File: src/rtl/alu_op_dispatcher_pkg.sv
// Shared types and constants for the ALU operation dispatcher.
package alu_dispatch_pkg;

    // Dispatcher control state.
    typedef enum logic {
        IDLE = 1'b0,
        EXEC = 1'b1
    } state_e;

    // Unit codes of the default four-unit build.
    localparam int FUN_ARITH = 0;
    localparam int FUN_LOGIC = 1;
    localparam int FUN_CMP   = 2;
    localparam int FUN_SHIFT = 3;

    // Bits needed for a counter that must reach max_count without wrapping.
    function automatic int cnt_width(input int max_count);
        return (max_count < 1) ? 1 : $clog2(max_count + 1);
    endfunction

endpackage

File: src/rtl/alu_op_dispatcher_if.sv
// Op handshake and unit enable/done bus between ALU control and the dispatcher.
interface alu_op_dispatcher_if #(
    parameter int FUN_W     = 2,
    parameter int NUM_UNITS = 4
);
    logic [FUN_W-1:0]     ALU_FUN;
    logic                 OP_Valid;
    logic                 OP_Ready;
    logic [NUM_UNITS-1:0] Unit_Enable;
    logic [NUM_UNITS-1:0] Unit_Done;
    logic                 OP_Done;
    logic                 OP_Error;
    logic                 Busy;

    // ALU control side plus the execution units' done lines.
    modport master (
        output ALU_FUN, OP_Valid, Unit_Done,
        input  OP_Ready, Unit_Enable, OP_Done, OP_Error, Busy
    );

    // Dispatcher side.
    modport slave (
        input  ALU_FUN, OP_Valid, Unit_Done,
        output OP_Ready, Unit_Enable, OP_Done, OP_Error, Busy
    );
endinterface

File: src/rtl/alu_op_dispatcher_onehot_decoder.sv
// Combinational code-to-one-hot decoder with a flag for codes that map to a unit.
module onehot_decoder #(
    parameter int IN_W  = 2,
    parameter int OUT_N = 4
) (
    input  logic [IN_W-1:0]  code,
    output logic [OUT_N-1:0] onehot,
    output logic             legal
);

    // Codes at or beyond OUT_N give an all-zero vector and legal=0.
    always_comb begin
        onehot = '0;
        legal  = 1'b0;
        for (int k = 0; k < OUT_N; k++) begin
            if (code == IN_W'(k)) begin
                onehot[k] = 1'b1;
                legal     = 1'b1;
            end
        end
    end

endmodule

File: src/rtl/alu_op_dispatcher.sv
// Dispatches one ALU op at a time to its execution unit and waits for its done,
// giving up after TIMEOUT_CYC enable cycles.
module alu_op_dispatcher
    import alu_dispatch_pkg::*;
#(
    parameter int FUN_W       = 2,
    parameter int NUM_UNITS   = 4,
    parameter int TIMEOUT_CYC = 15
) (
    input logic              CLK,
    input logic              RST,
    alu_op_dispatcher_if.slave bus
);

    localparam int             CNT_W    = cnt_width(TIMEOUT_CYC);
    // Counter value seen at the edge closing the last allowed enable cycle.
    localparam logic [CNT_W-1:0] CNT_LAST = CNT_W'(TIMEOUT_CYC - 1);

    state_e               state;
    logic [CNT_W-1:0]     cnt;
    logic [FUN_W-1:0]     code_q;
    logic [NUM_UNITS-1:0] en_q;
    logic                 done_q;
    logic                 err_q;
    logic                 busy_q;

    logic [NUM_UNITS-1:0] dec_onehot;
    logic                 dec_legal;
    logic                 sel_done;

    onehot_decoder #(
        .IN_W  (FUN_W),
        .OUT_N (NUM_UNITS)
    ) u_dec (
        .code   (bus.ALU_FUN),
        .onehot (dec_onehot),
        .legal  (dec_legal)
    );

    // Only the latched unit's done counts; the others are ignored.
    assign sel_done = bus.Unit_Done[code_q];

    assign bus.OP_Ready    = (state == IDLE);
    assign bus.Unit_Enable = en_q;
    assign bus.OP_Done     = done_q;
    assign bus.OP_Error    = err_q;
    assign bus.Busy        = busy_q;

    // Control FSM: accept in IDLE, hold the enable in EXEC until done or timeout.
    always_ff @(posedge CLK) begin
        if (RST) begin
            state  <= IDLE;
            cnt    <= '0;
            code_q <= '0;
            en_q   <= '0;
            done_q <= 1'b0;
            err_q  <= 1'b0;
            busy_q <= 1'b0;
        end else begin
            done_q <= 1'b0;
            err_q  <= 1'b0;
            case (state)
                IDLE: begin
                    if (bus.OP_Valid) begin
                        if (dec_legal) begin
                            code_q <= bus.ALU_FUN;
                            cnt    <= '0;
                            en_q   <= dec_onehot;
                            busy_q <= 1'b1;
                            state  <= EXEC;
                        end else begin
                            err_q  <= 1'b1;
                        end
                    end
                end
                EXEC: begin
                    // Done is tested first so a done on the last cycle wins.
                    if (sel_done) begin
                        en_q   <= '0;
                        done_q <= 1'b1;
                        busy_q <= 1'b0;
                        state  <= IDLE;
                    end else if (cnt == CNT_LAST) begin
                        en_q   <= '0;
                        err_q  <= 1'b1;
                        busy_q <= 1'b0;
                        state  <= IDLE;
                    end else begin
                        cnt    <= cnt + 1'b1;
                    end
                end
                default: begin
                    en_q   <= '0;
                    busy_q <= 1'b0;
                    state  <= IDLE;
                end
            endcase
        end
    end

endmodule

File: src/flat_wrapper.sv
// flat-port wrapper written by rule: the top's interface ports become plain ports
module alu_op_dispatcher_flat import alu_dispatch_pkg::*;
#(
    parameter int FUN_W       = 2,
    parameter int NUM_UNITS   = 4,
    parameter int TIMEOUT_CYC = 15
)
  (CLK, RST, bus_ALU_FUN, bus_OP_Valid, bus_Unit_Done, bus_OP_Ready, bus_Unit_Enable, bus_OP_Done, bus_OP_Error, bus_Busy);
  alu_op_dispatcher_if #(.FUN_W(FUN_W), .NUM_UNITS(NUM_UNITS)) bus_i ();
  input logic CLK;
  input logic RST;
  input wire logic [$bits(bus_i.ALU_FUN)-1:0] bus_ALU_FUN;
  input wire logic [$bits(bus_i.OP_Valid)-1:0] bus_OP_Valid;
  input wire logic [$bits(bus_i.Unit_Done)-1:0] bus_Unit_Done;
  output wire logic [$bits(bus_i.OP_Ready)-1:0] bus_OP_Ready;
  output wire logic [$bits(bus_i.Unit_Enable)-1:0] bus_Unit_Enable;
  output wire logic [$bits(bus_i.OP_Done)-1:0] bus_OP_Done;
  output wire logic [$bits(bus_i.OP_Error)-1:0] bus_OP_Error;
  output wire logic [$bits(bus_i.Busy)-1:0] bus_Busy;
  assign bus_i.ALU_FUN = bus_ALU_FUN;
  assign bus_i.OP_Valid = bus_OP_Valid;
  assign bus_i.Unit_Done = bus_Unit_Done;
  assign bus_OP_Ready = bus_i.OP_Ready;
  assign bus_Unit_Enable = bus_i.Unit_Enable;
  assign bus_OP_Done = bus_i.OP_Done;
  assign bus_OP_Error = bus_i.OP_Error;
  assign bus_Busy = bus_i.Busy;
  alu_op_dispatcher #(.FUN_W(FUN_W), .NUM_UNITS(NUM_UNITS), .TIMEOUT_CYC(TIMEOUT_CYC)) u_core (.CLK(CLK), .RST(RST), .bus(bus_i));
endmodule
File: config.mk
export PLATFORM = sky130hd
export DESIGN_NAME = alu_op_dispatcher_flat
export DESIGN_NICKNAME = d
export VERILOG_FILES = /design/src/rtl/alu_op_dispatcher_pkg.sv /design/src/rtl/alu_op_dispatcher_if.sv /design/src/rtl/alu_op_dispatcher_onehot_decoder.sv /design/src/rtl/alu_op_dispatcher.sv /design/src/flat_wrapper.sv
export SDC_FILE = /design/constraint.sdc
export NUM_CORES = 1
export LEC_CHECK = 0
export ABC_AREA = 1
export BUFFER_PORTS_ARGS = -buffer_cell sky130_fd_sc_hd__buf_4
export CORE_MARGIN = 1.5
export CORE_UTILIZATION = 45
export DETAILED_ROUTE_END_ITERATION = 16
export GPL_TIMING_DRIVEN = 0
export PLACE_DENSITY = 0.72
export SYNTH_ARGS = -nofsm -noshare
export SYNTH_HDL_FRONTEND = slang
export SYNTH_SLANG_ARGS = --single-unit
export TNS_END_PERCENT = 30
File: constraint.sdc
create_clock -name CLK -period 1.32 [get_ports CLK]
set_clock_uncertainty 0.2 [all_clocks]
set_input_delay 0.132 -clock CLK [delete_from_list [all_inputs] [get_ports CLK]]
set_output_delay 0.132 -clock CLK [all_outputs]
set_load 0.005 [all_outputs]
* Word level (Yosys, flattened, before mapping) *
Cells that the tools add are included.

word-level totals
  register bits = 14
  bits in latches = 0
  memory bits (writable) = 0
  memory bits (read-only) = 0
  output and inout bits = 8
  memories = 0

operators by class
  $add $sub $neg = 1
  multiply operators = 0
  divide/modulo/power cells = 0
  $lt $le $gt $ge = 1
  equal/unequal tests = 9
  shifts and indexed selects = 0
  muxes and demuxes = 35
  bitwise gates (word level) = 1
  reduce and logical (&&, ||, !) cells = 5

operator list
  operator                                                                number
  4-bit 2-to-1 mux                                                        8
  1-bit 2-to-1 mux                                                        21
  4-bit one-hot mux with 2 select lines                                   2
  2-bit != test (second input constant)                                   3
  1-bit one-hot mux with 2 select lines                                   3
  3-bit AND reduction                                                     2
  4-bit by 1-bit adder with 4-bit output (second input constant)          1
  2-bit equality test (second input constant)                             2
  4-bit equality test (second input constant)                             1
  4-bit AND reduction                                                     1
  2-bit by 3-bit < comparator with 1-bit output (second input constant)   1
  3-bit != test (second input constant)                                   1
  1-bit binary-select mux with 2-bit select                               1
  2-bit by 1-bit equality test with 1-bit output (second input constant)  1
  2-bit zero test                                                         1
  2-bit by 1-bit != test with 1-bit output (second input constant)        1
  2-bit OR reduction                                                      1
  1-bit inverter                                                          1

* Longest topological paths before layout *
  depth after elaboration = 8
  depth in mapped cells = 9

* By module *
From an unflattened synthesis, not the netlist that was laid out.

unflattened totals
  cell total of the unflattened synthesis = 93
  area total of the unflattened synthesis = 716.9 sq um

modules (own cells, without submodules)
  module             times used  cells an instance  area an instance (sq um)  seq. area each (sq um)
  alu_op_dispatcher  1           84                 679.4                     280.3
  onehot_decoder     1           9                  37.5                      0.0

* Worst setup path after synthesis *
No wires, ideal clock.

  path kind = reg-to-reg
  start = reg u_core.cnt[0]
  end = reg u_core.cnt[2]
  setup time = 0.113 ns
  data arrival time = 1.049 ns
  required time = 1.007 ns
  setup slack = -0.042 ns
  stages on the path, launching flop included = 9
  buffers on the path = 0
  clock period less this slack = 1.362 ns
  cell sequence = dfxtp_1 > inv_1 > ha_1 > nand3_2 > nand3_4 > nand2_1 > nand2_1 > nand2_1 > nor2_1

on the way
  cells in the longest elaborated chain, start to end = 4

ends and longest elaborated chain
  what                                    RTL line                 source
  start, declared                         alu_op_dispatcher.sv:20  logic [CNT_W-1:0] cnt;
  start signal, assigned                  alu_op_dispatcher.sv:89  cnt <= cnt + 1'b1;
  4-bit by 1-bit adder with 4-bit output  alu_op_dispatcher.sv:89
  4-bit 2-to-1 mux                        alu_op_dispatcher.sv:83  end else if (cnt == CNT_LAST) begin
  4-bit 2-to-1 mux                        alu_op_dispatcher.sv:78  if (sel_done) begin
  4-bit one-hot mux with 2 select lines   alu_op_dispatcher.sv:62  case (state)

Several ways; a longest one is shown, not always the timed one. The select of a mux whose other input is x is not followed.
A chain may end at the register's enable or synchronous reset.

* Worst setup path in the final report *
  start = reg u_core.cnt[0]
  end = reg u_core.en_q[3] (netlist: u_core.bus.Unit_Enable[3])

on the way
  cells in the longest elaborated chain, start to end = 3

ends and longest elaborated chain
  what                           RTL line                 source
  4-bit equality test            alu_op_dispatcher.sv:83
  3-bit != test (no line)        n/a
  3-bit AND reduction (no line)  n/a
  end signal, assigned           alu_op_dispatcher.sv:68  en_q <= dec_onehot;
  end, declared                  alu_op_dispatcher.sv:22  logic [NUM_UNITS-1:0] en_q;

No other way between the ends.

==> flow_summary.json <==
{
  "outcome": "complete, but fails checks",
  "violations": "setup timing",
  "cp_max_fo": 7,
  "instances_no_fill": 128,
  "fillers": 108,
  "htree_levels": 1,
  "slew_viol_final": 0,
  "clkTransAtPathRegs_ns": 0.10,
  "hold_viol": 0,
  "drive_above_1_share_pct": 47.8,
  "ys_types": 19,
  "maxCapViolCount": 0,
  "die-width_um": 42,
  "ant_nets": 0,
  "synth_seq_cells": 14,
  "postLayoutCoreUtil_pct": 71.2,
  "required_ns": 1.35,
  "synth_top_area_share_pct": 41.0,
  "clock_power_share_pct": 33.5,
  "grt_start_max_net_pins": 11,
  "rows": 13,
  "area_growth_pct": 42.2,
  "synth_warnings": 0,
  "grt_pass1_wl_um": 2580,
  "max_slew.worst_pin.slew_ns": 0.561,
  "yosysTopAreaCell": "dfxtp_1",
  "drt-initial-drc-count": 6,
  "finalSetupViolations": 4,
  "fin_area_um2": 973,
  "die_area_um2": 1760,
  "fmax_mhz": 746,
  "fin_crit_sh_pct": 101,
  "crit_arrival_ns": 1.37,
  "power_frac_comb_pct": 19.4,
  "viasPerCell": 5.09,
  "synth-seq-area-share_pct": 41.0,
  "start_kind": "flip-flop",
  "leakage_nw": 0.420,
  "place_ws_ns": -0.113,
  "p_seq_share_pct": 47.1,
  "period_minus_slack_ns": 1.34,
  "cts.sinks": 14,
  "vias": 652,
  "gr-total-overflow": 0,
  "power.density_nw_per_um2": 995,
  "placed_area_um2": 830,
  "crit_type": "reg -> reg",
  "cts_buffer_depth": 2,
  "worst_slew_margin_rel_pct": 62.6,
  "dpl.cell_count": 115,
  "syn_area_per_cell_um2": 8.15,
  "wl_per_cell_um": 12.5,
  "finalWeightedCongestion": 0.767,
  "switching_share_pct": 28.1,
  "crit_path_end_kind": "flip-flop",
  "antenna_found_initial": 0,
  "ios": 17,
  "grtUsageTotal_pct": 19.7,
  "cts-root-buf": "clkbuf_4",
  "syn_nets": 95,
  "num_antenna_cells": 0,
  "initial_core_util_pct": 50.1,
  "p_int_uw": 697,
  "synth.area.top_cells": "dfxtp_1, nand2_1, a21oi_2",
  "rsz0062_at_grt": "true",
  "grt_pass1_vias": 619,
  "postRouteWirelength_um": 1610,
  "switchingPower_uw": 272,
  "r2r_slack_ns": -0.02,
  "clock_latency_ns": 0.29,
  "final_net_count": 125,
  "syn_inst": 84,
  "hp-class": "in -> reg",
  "ir_worst_vdd_mv": 0.713,
  "port-buffer-count": 16,
  "netlist_area_um2": 684,
  "fin_ws_ns": -0.0198,
  "drc": 0,
  "hpwl_um": 1020,
  "hold_slack_ns": 0.0567,
  "tritoncts": "built",
  "die_height_um": 42,
  "core_um2": 1370,
  "cts-buffers-inserted": 3,
  "dr.pass1.iters": 4
}
## power by group through the flow
stage / Combinational (mW) / Clock (mW) / Sequential, mW
floorplan: 0.0973 / 0 / 0.466
global placement: 0.151 / 0 / 0.468
CTS: 0.175 / 0.325 / 0.459
global route: 0.202 / 0.336 / 0.460
finish: 0.188 / 0.324 / 0.457
detailed placement: 0.152 / 0 / 0.468
## flip-flops by register name, indices dropped and copies added (netlist names)
register and flops:
u_core.cnt 4, u_core.bus.Busy 1, u_core.bus.Unit_Enable 4, u_core.bus.OP_Error 1
u_core.bus.OP_Done 1, u_core.state 1, u_core.code_q 2
## cell families (layout without fill, tap and decap cells)
logic type | Yosys count | after routing | synth area share (%)
AO/OA/AOI/OAI | 12 | 12 | 12.2
adder cells (fa/ha/maj) | 2 | 2 | 3.66
buffers and inverters | 12 | 41 | 6.58
flip-flops | 14 | 14 | 41.0
AND/OR/NAND/NOR | 44 | 44 | 36.6
## cell usage after synthesis
cell type / n
nand2_4: 2
a21oi_1: 5
clkbuf_1: 1
nand2_2: 7
or2_1: 1
nand3_4: 1
a21oi_2: 5
a211oi_1: 1
o21bai_1: 1
nand4_1: 5
inv_2: 2
nor3_1: 2
nand3_1: 2
inv_1: 9
ha_1: 2
dfxtp_1: 14
nor2_1: 5
nand3_2: 3
nand2_1: 16
## critical path, stage by stage (launching register included)
cell     delay (ns)
dfxtp_2        0.34
inv_2          0.05
ha_4           0.16
nand3_4        0.09
nand3_4        0.12
nand2_4        0.14
nand2_2        0.06
a21oi_2        0.11
## layer usage
| layer | vias to the layer above | global-route usage (%) | wire, µm |
|---|---|---|---|
| met5 | - | 0 | 0 |
| met4 | 0 | 14.8 | 68 |
| met3 | 9 | 3.88 | 86 |
| met2 | 22 | 32.2 | 709 |
| met1 | 287 | 22.5 | 741 |
| li1 | 334 | - | - |
## per-stage QoR
step	TNS (ns)	power, mW
floorplan	0	0.564
global placement	-0.518	0.619
detailed placement	-0.576	0.621
CTS	-0.0381	0.960
global route	-0.390	0.997
finish	-0.0448	0.968
## cells in the final DEF, fill, tap and decap left out, drive strengths merged
| cell | instances |
|---|---|
| nor2 | 5 |
| nor3 | 2 |
| clkbuf | 5 |
| dfxtp | 14 |
| or2 | 1 |
| nand4 | 5 |
| ha | 2 |
| nand3 | 6 |
| buf | 21 |
| o21bai | 1 |
| a21oi | 10 |
| inv | 11 |
| nand2 | 25 |
| dlygate4sd3 | 4 |
| a211oi | 1 |
## final timing paths
kind,startpoint,end,cells after the start
worst max register to register,u_core.cnt[0]$_SDFFE_PP0P_,u_core.bus.Unit_Enable[3]$_SDFFE_PP0P_,7
worst max-delay path,u_core.cnt[0]$_SDFFE_PP0P_,u_core.bus.Unit_Enable[3]$_SDFFE_PP0P_,7
worst min-delay path,bus_OP_Valid,u_core.code_q[1]$_SDFFE_PP0P_,5
worst min register to register,u_core.bus.Unit_Enable[1]$_SDFFE_PP0P_,u_core.bus.Unit_Enable[1]$_SDFFE_PP0P_,2
## cell type report
class	instances	area, µm²	share of cell area [%]
plain buffers	1	3.75	0.386
clock buffers	4	36.3	3.73
inverters	11	41.3	4.24
multi-input cells	58	384	39.5
flip-flops and latches	14	292	29.9
well taps	15	18.8	1.93
repair buffers	25	198	20.3
## timing repair
item                                    CTS  global route
pin swaps                                 5             5
buffers inserted                          4             1
endpoints found under the setup margin   11            11
endpoints found under the hold margin     9             0
hold buffers                              4             0
gates cloned                              0             0
gates resized for setup                   6             4
Note: power is estimated with default switching activity, not from simulation.
